File: src/rtl/mc_sequencer.sv
// Multi-cycle IF/ID/EXE/MEM/WB control sequencer with req/ack memory handshakes,
// bus timeout, halt state and optional performance counters (SEQ_PERF_CNT_EN).
module mc_sequencer #(
  parameter int unsigned WAIT_MAX = 8,
  parameter int unsigned CNT_W    = 32
) (
  input  logic             clk,
  input  logic             rst,
  input  logic             is_load,
  input  logic             is_store,
  input  logic             is_branch,
  input  logic             is_jal,
  input  logic             is_halt,
  input  logic             imem_ack,
  input  logic             dmem_ack,
  output logic             imem_req,
  output logic             ir_wre,
  output logic             dmem_req,
  output logic             dmem_we,
  output logic             reg_we,
  output logic             pc_wre,
  output logic             bus_err,
  output logic [2:0]       state_o,
  output logic [CNT_W-1:0] cycle_cnt,
  output logic [CNT_W-1:0] instret_cnt
);

  typedef enum logic [2:0] {
    sIf   = 3'd0,
    sId   = 3'd1,
    sExe  = 3'd2,
    sMem  = 3'd3,
    sWb   = 3'd4,
    sHalt = 3'd7
  } state_t;

  localparam int unsigned WW = (WAIT_MAX > 1) ? $clog2(WAIT_MAX) : 1;

  state_t        state, stateNext;
  logic [WW-1:0] waitCnt, waitNext;
  logic          busErr, busErrSet;
  logic          imemReq, irWre, dmemReq, dmemWe, regWe, pcWre;
  logic          timeoutHit;

  // Last permitted request cycle without an ack; never reached when WAIT_MAX is 0.
  assign timeoutHit = (WAIT_MAX > 0) && (waitCnt == WW'(WAIT_MAX - 1));

  always_comb begin
    stateNext = state;
    waitNext  = '0;
    busErrSet = 1'b0;
    imemReq   = 1'b0;
    irWre     = 1'b0;
    dmemReq   = 1'b0;
    dmemWe    = 1'b0;
    regWe     = 1'b0;
    pcWre     = 1'b0;
    case (state)
      sIf: begin
        imemReq = 1'b1;
        if (imem_ack) begin
          irWre     = 1'b1;
          stateNext = sId;
        end else if (timeoutHit) begin
          busErrSet = 1'b1;
          stateNext = sHalt;
        end else if (WAIT_MAX > 0) begin
          waitNext = waitCnt + WW'(1);
        end
      end
      sId: begin
        if (is_halt) begin
          stateNext = sHalt;
        end else if (is_jal) begin
          regWe     = 1'b1;
          pcWre     = 1'b1;
          stateNext = sIf;
        end else begin
          stateNext = sExe;
        end
      end
      sExe: begin
        if (is_branch) begin
          pcWre     = 1'b1;
          stateNext = sIf;
        end else if (is_load || is_store) begin
          stateNext = sMem;
        end else begin
          stateNext = sWb;
        end
      end
      sMem: begin
        dmemReq = 1'b1;
        dmemWe  = is_store;
        if (dmem_ack) begin
          if (is_load) begin
            stateNext = sWb;
          end else begin
            pcWre     = 1'b1;
            stateNext = sIf;
          end
        end else if (timeoutHit) begin
          busErrSet = 1'b1;
          stateNext = sHalt;
        end else if (WAIT_MAX > 0) begin
          waitNext = waitCnt + WW'(1);
        end
      end
      sWb: begin
        regWe     = 1'b1;
        pcWre     = 1'b1;
        stateNext = sIf;
      end
      sHalt: stateNext = sHalt;
      default: stateNext = sIf;
    endcase
  end

  always_ff @(posedge clk or negedge rst) begin
    if (!rst) begin
      state   <= sIf;
      waitCnt <= '0;
      busErr  <= 1'b0;
    end else begin
      state   <= stateNext;
      waitCnt <= waitNext;
      if (busErrSet) busErr <= 1'b1;
    end
  end

  // Every output is held low while reset is asserted, including in-flight requests.
  always_comb begin
    imem_req = rst & imemReq;
    ir_wre   = rst & irWre;
    dmem_req = rst & dmemReq;
    dmem_we  = rst & dmemWe;
    reg_we   = rst & regWe;
    pc_wre   = rst & pcWre;
    bus_err  = rst & busErr;
    state_o  = rst ? state : 3'd0;
  end

`ifdef SEQ_PERF_CNT_EN
  logic [CNT_W-1:0] cycleCnt, instretCnt;

  always_ff @(posedge clk or negedge rst) begin
    if (!rst) begin
      cycleCnt   <= '0;
      instretCnt <= '0;
    end else begin
      if (state != sHalt) cycleCnt <= cycleCnt + CNT_W'(1);
      if (pcWre) instretCnt <= instretCnt + CNT_W'(1);
    end
  end

  assign cycle_cnt   = cycleCnt;
  assign instret_cnt = instretCnt;
`else
  assign cycle_cnt   = '0;
  assign instret_cnt = '0;
`endif

endmodule

File: config.mk
export PLATFORM = sky130hd
export DESIGN_NAME = mc_sequencer
export DESIGN_NICKNAME = d
export VERILOG_FILES = /design/src/rtl/mc_sequencer.sv
export SDC_FILE = /design/constraint.sdc
export NUM_CORES = 1
export LEC_CHECK = 0
export ABC_CLOCK_PERIOD_IN_PS = 1700
export CORE_UTILIZATION = 30
export CTS_CLUSTER_SIZE = 10
export DETAILED_ROUTE_END_ITERATION = 8
export PLACE_DENSITY = 0.8
export SYNTH_ARGS = -nofsm -noshare
export SYNTH_HDL_FRONTEND = slang
export SYNTH_SLANG_ARGS = --single-unit
File: constraint.sdc
create_clock -name clk -period 1.7 [get_ports clk]
set_clock_uncertainty 0.2 [all_clocks]
set_input_delay 0.34 -clock clk [delete_from_list [all_inputs] [get_ports clk]]
set_output_delay 0.34 -clock clk [all_outputs]
set_load 0.01 [all_outputs]
* Word-level counts from Yosys, hierarchy flattened
Index checks and enable logic that the tools add are counted.
Widths: inputs -> output; s select.
** Cells by class
- Add/subtract/negate cells :: 1
- Equality and inequality tests :: 6
- Muxes and demuxes :: 30
- Bitwise operators :: 7
- Reduce and logical (&&, ||, !) cells :: 2
** Operators by type and width (count)
- $mux 3 :: 11
- $pmux 3 s5 :: 1
- $mux 1 :: 13
- $eq 3x3->1 const B :: 3
- $and 1x1->1 :: 7
- $eq 3x2->1 const B :: 2
- $pmux 3 s2 :: 1
- $pmux 1 s2 :: 2
- $pmux 1 s4 :: 1
- $add 3x1->3 const B :: 1
- $eq 3x1->1 const B :: 1
- $logic_not 3->1 :: 1
- $mux 2 :: 1
- $logic_or 1x1->1 :: 1
** Storage, ports and cells
- Register bits after elaboration :: 7
- Output and inout bits :: 74
- Logic and storage cells :: 49

* Depth between registers and ports, before layout
Gate-level depths: netlist of run 1.
- Word-level depth :: 4
- Gate-level depth with buffers :: 5

* Worst setup path before layout of run 1
No wires, ideal clock.
- Path type :: register to register
- Start point :: register waitCnt[0]
- End point :: register state[2]
- Setup time :: 127 ps
- Arrival :: 1246 ps
- Slack :: 127 ps
- Stages on the path, launching flop included :: 6
- Path buffers :: 0
- Period minus slack after synthesis :: 1573 ps
- Cell sequence :: dfrtp_1 ha_1 ha_1 mux2_2 o21ai_0 a21oi_1
** On the way
- Word-level cells in the longest chain between the ends :: 4
** Ends and longest elaborated chain
- start, declared :: line 40 : logic [WW-1:0] waitCnt, waitNext;
- start signal, assigned :: line 126 : waitCnt <= waitNext;
- $eq 3x3->1 * :: line 46 : assign timeoutHit = (WAIT_MAX > 0) && (waitCnt == WW'(WAIT_MAX - 1));
- $mux 3 *
- $mux 3, on equally long branches
- $pmux 3 s5 *
- named net stateNext[2] :: line 39 : state_t state, stateNext;
- end signal, assigned :: line 121 : state <= sIf;
- end signal, assigned :: line 125 : state <= stateNext;
- end, declared :: line 39
The timed path passes the listed nets; every way through them passes the cells marked *.
A chain may end at the register's enable or synchronous reset.

* Worst setup path after layout of run 1
- Start point :: register state[0]
- End point :: output ir_wre
** On the way
- Word-level cells in the longest chain between the ends :: 3
** Ends and longest elaborated chain
- $logic_not 3->1 :: line 58 : case (state)
- $mux 1 :: line 58
- $and 1x1->1 :: line 134 : ir_wre = rst & irWre;
- end, declared :: line 17 : output logic ir_wre,
Every way passes these cells.

==> metrics.md, run 1 <==
| Metric | Value |
|---|---|
| Outcome | `complete, but fails checks` |
| Failing checks | `setup timing` |
| Routability cong. | `0.777` |
| Initial antenna violation count | `0` |
| Hold WS | `0.0792 ns` |
| Most common library cell in the layout ignoring fill and taps | `conb_1` |
| Clk root buf | `clkbuf_4` |
| Routed wire length on met2 | `973 um` |
| Sequential area share after synthesis | `0.166` |
| Critical path's largest stage delay | `0.43 ns` |
| # IOs | `83` |
| H-Tree Depth | `1` |
| Fin area | `1290 um2` |
| Die H | `61.2 um` |
| FP Rows | `21` |
| Fillers | `345` |
| Max IR drop VDD | `0.237 mV` |
| Final setup violation count | `7` |
| Most frequent cells in the layout | `conb_1 (64), buf_4 (25), buf_2 (9)` |
| Area of the multi-input gates | `632 um2` |
| Core outline area | `3340 um2` |
| Worst R2R Path Depth | `6` |
| GRT Total Usage | `0.0947` |
| CP max-delay cell | `dfrtp_2` |
| Arrival @ worst endpoint | `1.37 ns` |
| Area grow syn2layout | `22.8%` |
| Area share of the largest cell type after synthesis | `0.457` |
| Full die area | `3750 um2` |
| WL met3 | `130 um` |
| Fin crit share | `1.12` |
| RSZ-0062 raised after global routing | `yes` |
| Residual DRC | `0` |
| Drt pass-1 iters | `3` |
| Layout cells sized above 1 | `0.316` |
| Worst-Skew Late Latency | `0.25 ns` |
| Vias | `772` |
| Dpl cells | `205` |
| Worst path cell trace | `buf_4, buf_4, nor3_4, and3_1, buf_2` |
| Register-to-register setup slack | `0.07 ns` |
| Largest net degree at the start of global routing | `10` |
| Total power | `1.33 mW` |
| CTS Buf Count | `3` |
| DP HPWL | `1380 um` |
| First-pass GRT wire length | `2630 um` |
| R2r startpoint | `state[2]$_DFF_PN0_` |
| Antenna-violating nets left | `0` |
| Nets | `187` |
| Wirelength per Cell | `8.07 um` |
| CP max FO | `4` |
| Final Hold Violating Endpoints | `0` |
| Avg Cell Area, Syn | `8.42 um2` |
| Ys Warns | `0` |
| Clk sinks | `7` |
| Register area | `179 um2` |
| Pleak | `0.752 nW` |
| Via density | `3.51` |
| Detailed Route Iter0 Violations | `4` |
| Top cells by area, synth | `buf_4 (46%), dfrtp_1 (17%), and2_1 (4.8%), ha_1 (3.6%), buf_6 (2.1%)` |
| Critical Path RT | `1.16 ns` |
| Longest Clk Path Bufs | `2` |
| Pre-CTS setup slack | `-0.769 ns` |
| Cell Area, Synth | `1050 um2` |
| Synth unique cells | `34` |
| Worst hold path class | `input pin to async pin` |
| Critical Path Most Common Cell | `buf_4` |
| Pwr Density | `1030 nW/um2` |
| Final core utilization | `0.387` |
| Fmax | `0.523 GHz` |
| CP Capture Type | `primary output` |
| Setup TNS | `-1.05 ns` |
| Final setup margin | `-0.211 ns` |
| N_diodes | `0` |
| Setup CP Type | `flip-flop to primary output` |
| Post-synthesis cell count | `125` |
| Congestion Overflow GR | `0` |
| Synth Register Bits | `7` |
| Die W | `61.2 um` |
| Layout Cells excl Fill | `220` |
| Min cycle time layout | `1.91 ns` |
| Wl on met1 | `654 um` |
| Setup crit start kind | `flip-flop` |
| Crit-path leading delay family | `flip-flops` |
| Buffers on Ports | `18` |
| CTS tree | `done` |
| Number of buffers and inverters on the critical path | `3` |
| MaxCap Viol Count | `0` |
| Final Max Tran Viols | `0` |
| Number of global-route vias before repair | `639` |
| Post-synth top area cell | `buf_4` |
| Starting Density | `0.315` |
| Top Layer Used | `met4` |
| Reg clk slew, reported paths | `0.05 ns` |
| Post-DP Area | `1170 um2` |
| Worst reg2reg path endpoint | `state[2]$_DFF_PN0_` |
| Final wirelength | `1780 um` |
-- worst register-to-register path, delay by kind of cell (launching register included) --
family | cells | cell delay, ns
DFF | 1 | 0.43
AOI/OAI and AO/OA | 2 | 0.25
buffers and inverters | 3 | 0.40
and+or+nand+nor | 1 | 0.26
-- final cells by class --
type,instances,share of cell area
Multi-Input combinational cell,112,0.489
Clock buffer,4,0.0203
Tap cell,46,0.0445
Inverter,2,0.00581
Sequential cell,7,0.138
Timing Repair Buffer,49,0.302
-- kinds of logic after synthesis --
| logic type | synth area share |
|---|---|
| buf+inv | 0.490 |
| simple gates | 0.183 |
| compound gates | 0.111 |
| flops | 0.166 |
| fa+ha+maj | 0.0357 |
| mux | 0.0107 |
| other cells | 0.00356 |
-- cells in the mapped netlist, drive strengths merged --
cell type / number
buf: 67
and2: 8
dfrtp: 7
nor3: 4
ha: 3
o21ai: 3
a211oi: 2
a21oi: 2
and3: 2
inv: 2
nand2b: 2
nand3b: 2
nor2b: 2
o211ai: 2
o21bai: 2
a21o: 1
a22oi: 1
and2b: 1
and3b: 1
conb: 1
mux2: 1
nand2: 1
nand4bb: 1
nor3b: 1
nor4: 1
nor4b: 1
o21a: 1
o21ba: 1
o311ai: 1
or2: 1
-- worst max-delay path by stage --
| stage | endpoint | slack, ns | start | depth (start not counted) |
|---|---|---|---|---|
| 2_1_floorplan | state[2]$_DFF_PN0_ | 0.13 | waitCnt[0]$_DFF_PN0_ | 5 |
| 3_3_place_gp | pc_wre | -0.76 | is_load | 5 |
| 3_5_place_dp | pc_wre | -0.77 | is_load | 5 |
| 4_1_cts | pc_wre | -0.25 | state[0]$_DFF_PN0_ | 5 |
| 5_1_grt | pc_wre | -0.27 | state[0]$_DFF_PN0_ | 5 |
| 6_report | ir_wre | -0.21 | state[0]$_DFF_PN0_ | 5 |
-- power by group --
part	switching (mW)	internal (mW)	leakage, nW
logic	0.397	0.517	0.648
registers	0.0507	0.219	0.0895
clock network	0.0590	0.0894	0.0150
total	0.506	0.826	0.752
-- flip-flops by register name, summed over array words and instances, names as in the netlist --
| register | cells |
|---|---|
| busErr | 1 |
| waitCnt | 3 |
| state | 3 |
-- timing repair --
action | CTS | global route
gates resized for setup | 53 | 5
pin swaps | 8 | 5
endpoints found under the hold margin | 2 | 0
hold buffers | 1 | 0
endpoints found under the setup margin | 10 | 8
setup buffers | 9 | 1
gates cloned | 0 | 0
-- layer usage --
metal,up-vias,track usage
met1,342,0.0944
met4,0,0.0292
met3,3,0.0126
li1,385,-
met2,42,0.197
met5,-,0
Note: power is estimated with default switching activity, not from simulation.
==> inputs of run 2 (changes only) <==
Settings changed: ABC_CLOCK_PERIOD_IN_PS 1700 to 1900, CORE_UTILIZATION 30 to 33, PLACE_DENSITY 0.8 to 0.83.
Clock period 1.7 ns to 1.9 ns, I/O delays scaled along.
==> run 2 against run 1 <==
  * The flow still finishes with violations (setup timing)
  * Core utilization up 1.7 points
  * Cell count fell by 4.1%
  * Sequential cell count did not move
  * Sequential power decreased by 7.8%
  * Count of clock-buffer cells in the layout is the same
  * Clock power down 14%
  * Combinational power is 25% lower
  * Via count down 2.5%
  * Highest routed layer is now met3
==> metrics.md, run 2 (synthesized netlist as in run 1, its figures left out) <==
| Metric | Value |
|---|---|
| First-pass GRT wire length | `2500 um (-4.7%)` |
| Clk sinks | `7 (unchanged)` |
| Residual DRC | `0 (unchanged)` |
| Failing checks | `setup timing` |
| Max IR drop VDD | `0.223 mV (-6.1%)` |
| CP max-delay cell | `dfrtp_1` |
| Setup crit start kind | `flip-flop` |
| Critical Path Start | `state[0]$_DFF_PN0_` |
| Min cycle time layout | `1.97 ns` |
| # IOs | `83 (unchanged)` |
| Buffers on Ports | `18 (unchanged)` |
| N_diodes | `0 (unchanged)` |
| Outcome | `complete, but fails checks` |
| Crit path capture | `pc_wre` |
| Pre-CTS setup slack | `-0.579 ns (+0.190 ns)` |
| Nets | `180 (-3.7%)` |
| Final Hold Violating Endpoints | `0 (unchanged)` |
| Hold WS | `0.183 ns (+0.104 ns)` |
| Final wirelength | `1690 um (-4.9%)` |
| Pleak | `0.703 nW (-6.5%)` |
| Most frequent cells in the layout | `conb_1 (64), buf_4 (19), dlygate4sd2_1 (8)` |
| Critical path's largest stage delay | `0.43 ns (about the same)` |
| Pint | `652 uW (-21%)` |
| Congestion Overflow GR | `0 (unchanged)` |
| Drt pass-1 iters | `4 (+1)` |
| Worst-Skew Late Latency | `0.24 ns (about the same)` |
| Starting Density | `0.348 (+0.0322)` |
| Clk network pwr share | `0.120 (+0.009)` |
| Initial antenna violation count | `0 (unchanged)` |
| FP Rows | `20 (-4.8%)` |
| Area grow syn2layout | `16.4%` |
| Sw Ratio | `0.386 (+0.00612)` |
| Most common library cell in the layout ignoring fill and taps | `conb_1` |
| Setup TNS | `-0.173 ns (+0.876 ns)` |
| Routability cong. | `0.748 (-3.8%)` |
| Largest net degree at the start of global routing | `12 (+2)` |
| Wirelength per Cell | `8.00 um (-0.85%)` |
| Fin crit share | `1.03` |
| R2r startpoint | `waitCnt[0]$_DFF_PN0_` |
| CP max FO | `4 (unchanged)` |
| Final Max Tran Viols | `0 (unchanged)` |
| Detailed Route Iter0 Violations | `11 (+7)` |
| MaxCap Viol Count | `0 (unchanged)` |
| Worst path cell trace | `buf_6, nand2b_4, a211oi_2, o21a_1, buf_2` |
| Worst hold path class | `input pin to async pin` |
| Clk root buf | `clkbuf_4` |
| Arrival @ worst endpoint | `1.39 ns (+0.02 ns)` |
| CTS tree | `done` |
| Die H | `58.5 um (-4.5%)` |
| Full die area | `3420 um2 (-8.8%)` |
| CP Capture Type | `primary output` |
| Reg clk slew, reported paths | `0.05 ns (about the same)` |
| CTS Buf Count | `3 (unchanged)` |
| Total power | `1.06 mW (-20%)` |
| Final setup violation count | `4 (-3)` |
| Antenna-violating nets left | `0 (unchanged)` |
| Fmax | `0.509 GHz` |
| Largest regs | `state (3), waitCnt (3), busErr (1)` |
| Combinational share of power | `0.646 (-0.040)` |
| Setup CP Type | `flip-flop to primary output` |
| Worst reg2reg path endpoint | `state[2]$_DFF_PN0_` |
| Critical Path RT | `1.32 ns (+0.16 ns)` |
| Number of global-route vias before repair | `603 (-5.6%)` |
| Final core utilization | `0.405 (+0.0172)` |
| Layout cells sized above 1 | `0.263 (-0.0526)` |
| Via density | `3.57 (+1.7%)` |
| Die W | `58.5 um (-4.5%)` |
| P_sw | `411 uW (-19%)` |
| Vias | `753 (-2.5%)` |
| Core outline area | `3030 um2 (-9.3%)` |
| Longest Clk Path Bufs | `2 (unchanged)` |
| Worst R2R Path Depth | `5 (-1)` |
| Pwr Density | `868 nW/um2 (-16%)` |
| GRT Total Usage | `0.0962 (+0.00155)` |
| Final setup margin | `-0.0651 ns (+0.146 ns)` |
| Register share of total power | `0.235 (+0.033)` |
| RSZ-0062 raised after global routing | `yes` |
| DP HPWL | `1430 um (+3.2%)` |
| H-Tree Depth | `1 (unchanged)` |
| Register-to-register setup slack | `0.21 ns (+0.14 ns)` |
-- run 2: cell types whose count changed in the layout (fill, tap and decap cells not counted), sizes merged --
cell           delta
dlygate4sd2       +5
dlymetal6s2s      -2
dlygate4sd3       -1
clkdlybuf4s15     +1
clkdlybuf4s50     -1
buf               -9
-- run 2: area by class of cell --
| type | count | area [um2] |
|---|---|---|
| Fill cell | 326 | 1800 |
| Multi-Input combinational cell | 112 | 618 |
| Timing Repair Buffer | 42 | 342 |
| Sequential cell | 7 | 176 |
| Tap cell | 44 | 55.1 |
| Clock buffer | 4 | 26.3 |
| Inverter | 2 | 7.51 |
-- run 2: per-stage QoR --
step           cell area [um2]  cells
3_5_place_dp              1160    202
4_1_cts                   1210    210
5_1_grt                   1220    211
3_3_place_gp              1160    202
2_1_floorplan             1290    188
6_report                  1220    211
-- run 2: power groups by stage --
stage	Sequential (mW)	Combinational (mW)	Clock, mW
finish	0.249	0.686	0.127
global route	0.254	0.757	0.142
CTS	0.244	0.657	0.133
floorplan	0.217	0.472	0
global placement	0.244	0.598	0
detailed placement	0.247	0.614	0
-- run 2: timing repair --
| item | 4_1_cts | 5_1_grt |
|---|---|---|
| hold buffers | 0 | 0 |
| endpoints found under the setup margin | 10 | 6 |
| pin swaps | 8 | 8 |
| resized for setup | 44 | 4 |
| setup buffers | 4 | 2 |
-- run 2: worst max-delay path: cells and delay by family (launching register included) --
kind / cells / cell delay [ns]
AOI/OAI and AO/OA: 2 / 0.32
DFF: 1 / 0.43
and+or+nand+nor: 1 / 0.13
buffers and inverters: 2 / 0.27
-- run 2: worst min-delay path by stage --
stage | start | end | slack [ns]
3_5_place_dp | waitCnt[0]$_DFF_PN0_ | waitCnt[0]$_DFF_PN0_ | 0.24
2_1_floorplan | rst | busErr$_DFFE_PN0P_ | -0.12
5_1_grt | rst | waitCnt[2]$_DFF_PN0_ | 0.22
6_report | rst | state[0]$_DFF_PN0_ | 0.18
3_3_place_gp | waitCnt[0]$_DFF_PN0_ | waitCnt[0]$_DFF_PN0_ | 0.23
4_1_cts | rst | state[0]$_DFF_PN0_ | 0.19
-- run 2: routing by layer --
layer / part of all wire / vias to the layer above / wire length (um) / track usage
met3: 0.059 / 0 / 99 / 0.0132
met1: 0.36 / 343 / 615 / 0.0972
li1: - / 370 / - / -
met4: 0 / 0 / 0 / 0.0306
met5: 0 / - / 0 / 0
met2: 0.58 / 40 / 972 / 0.199
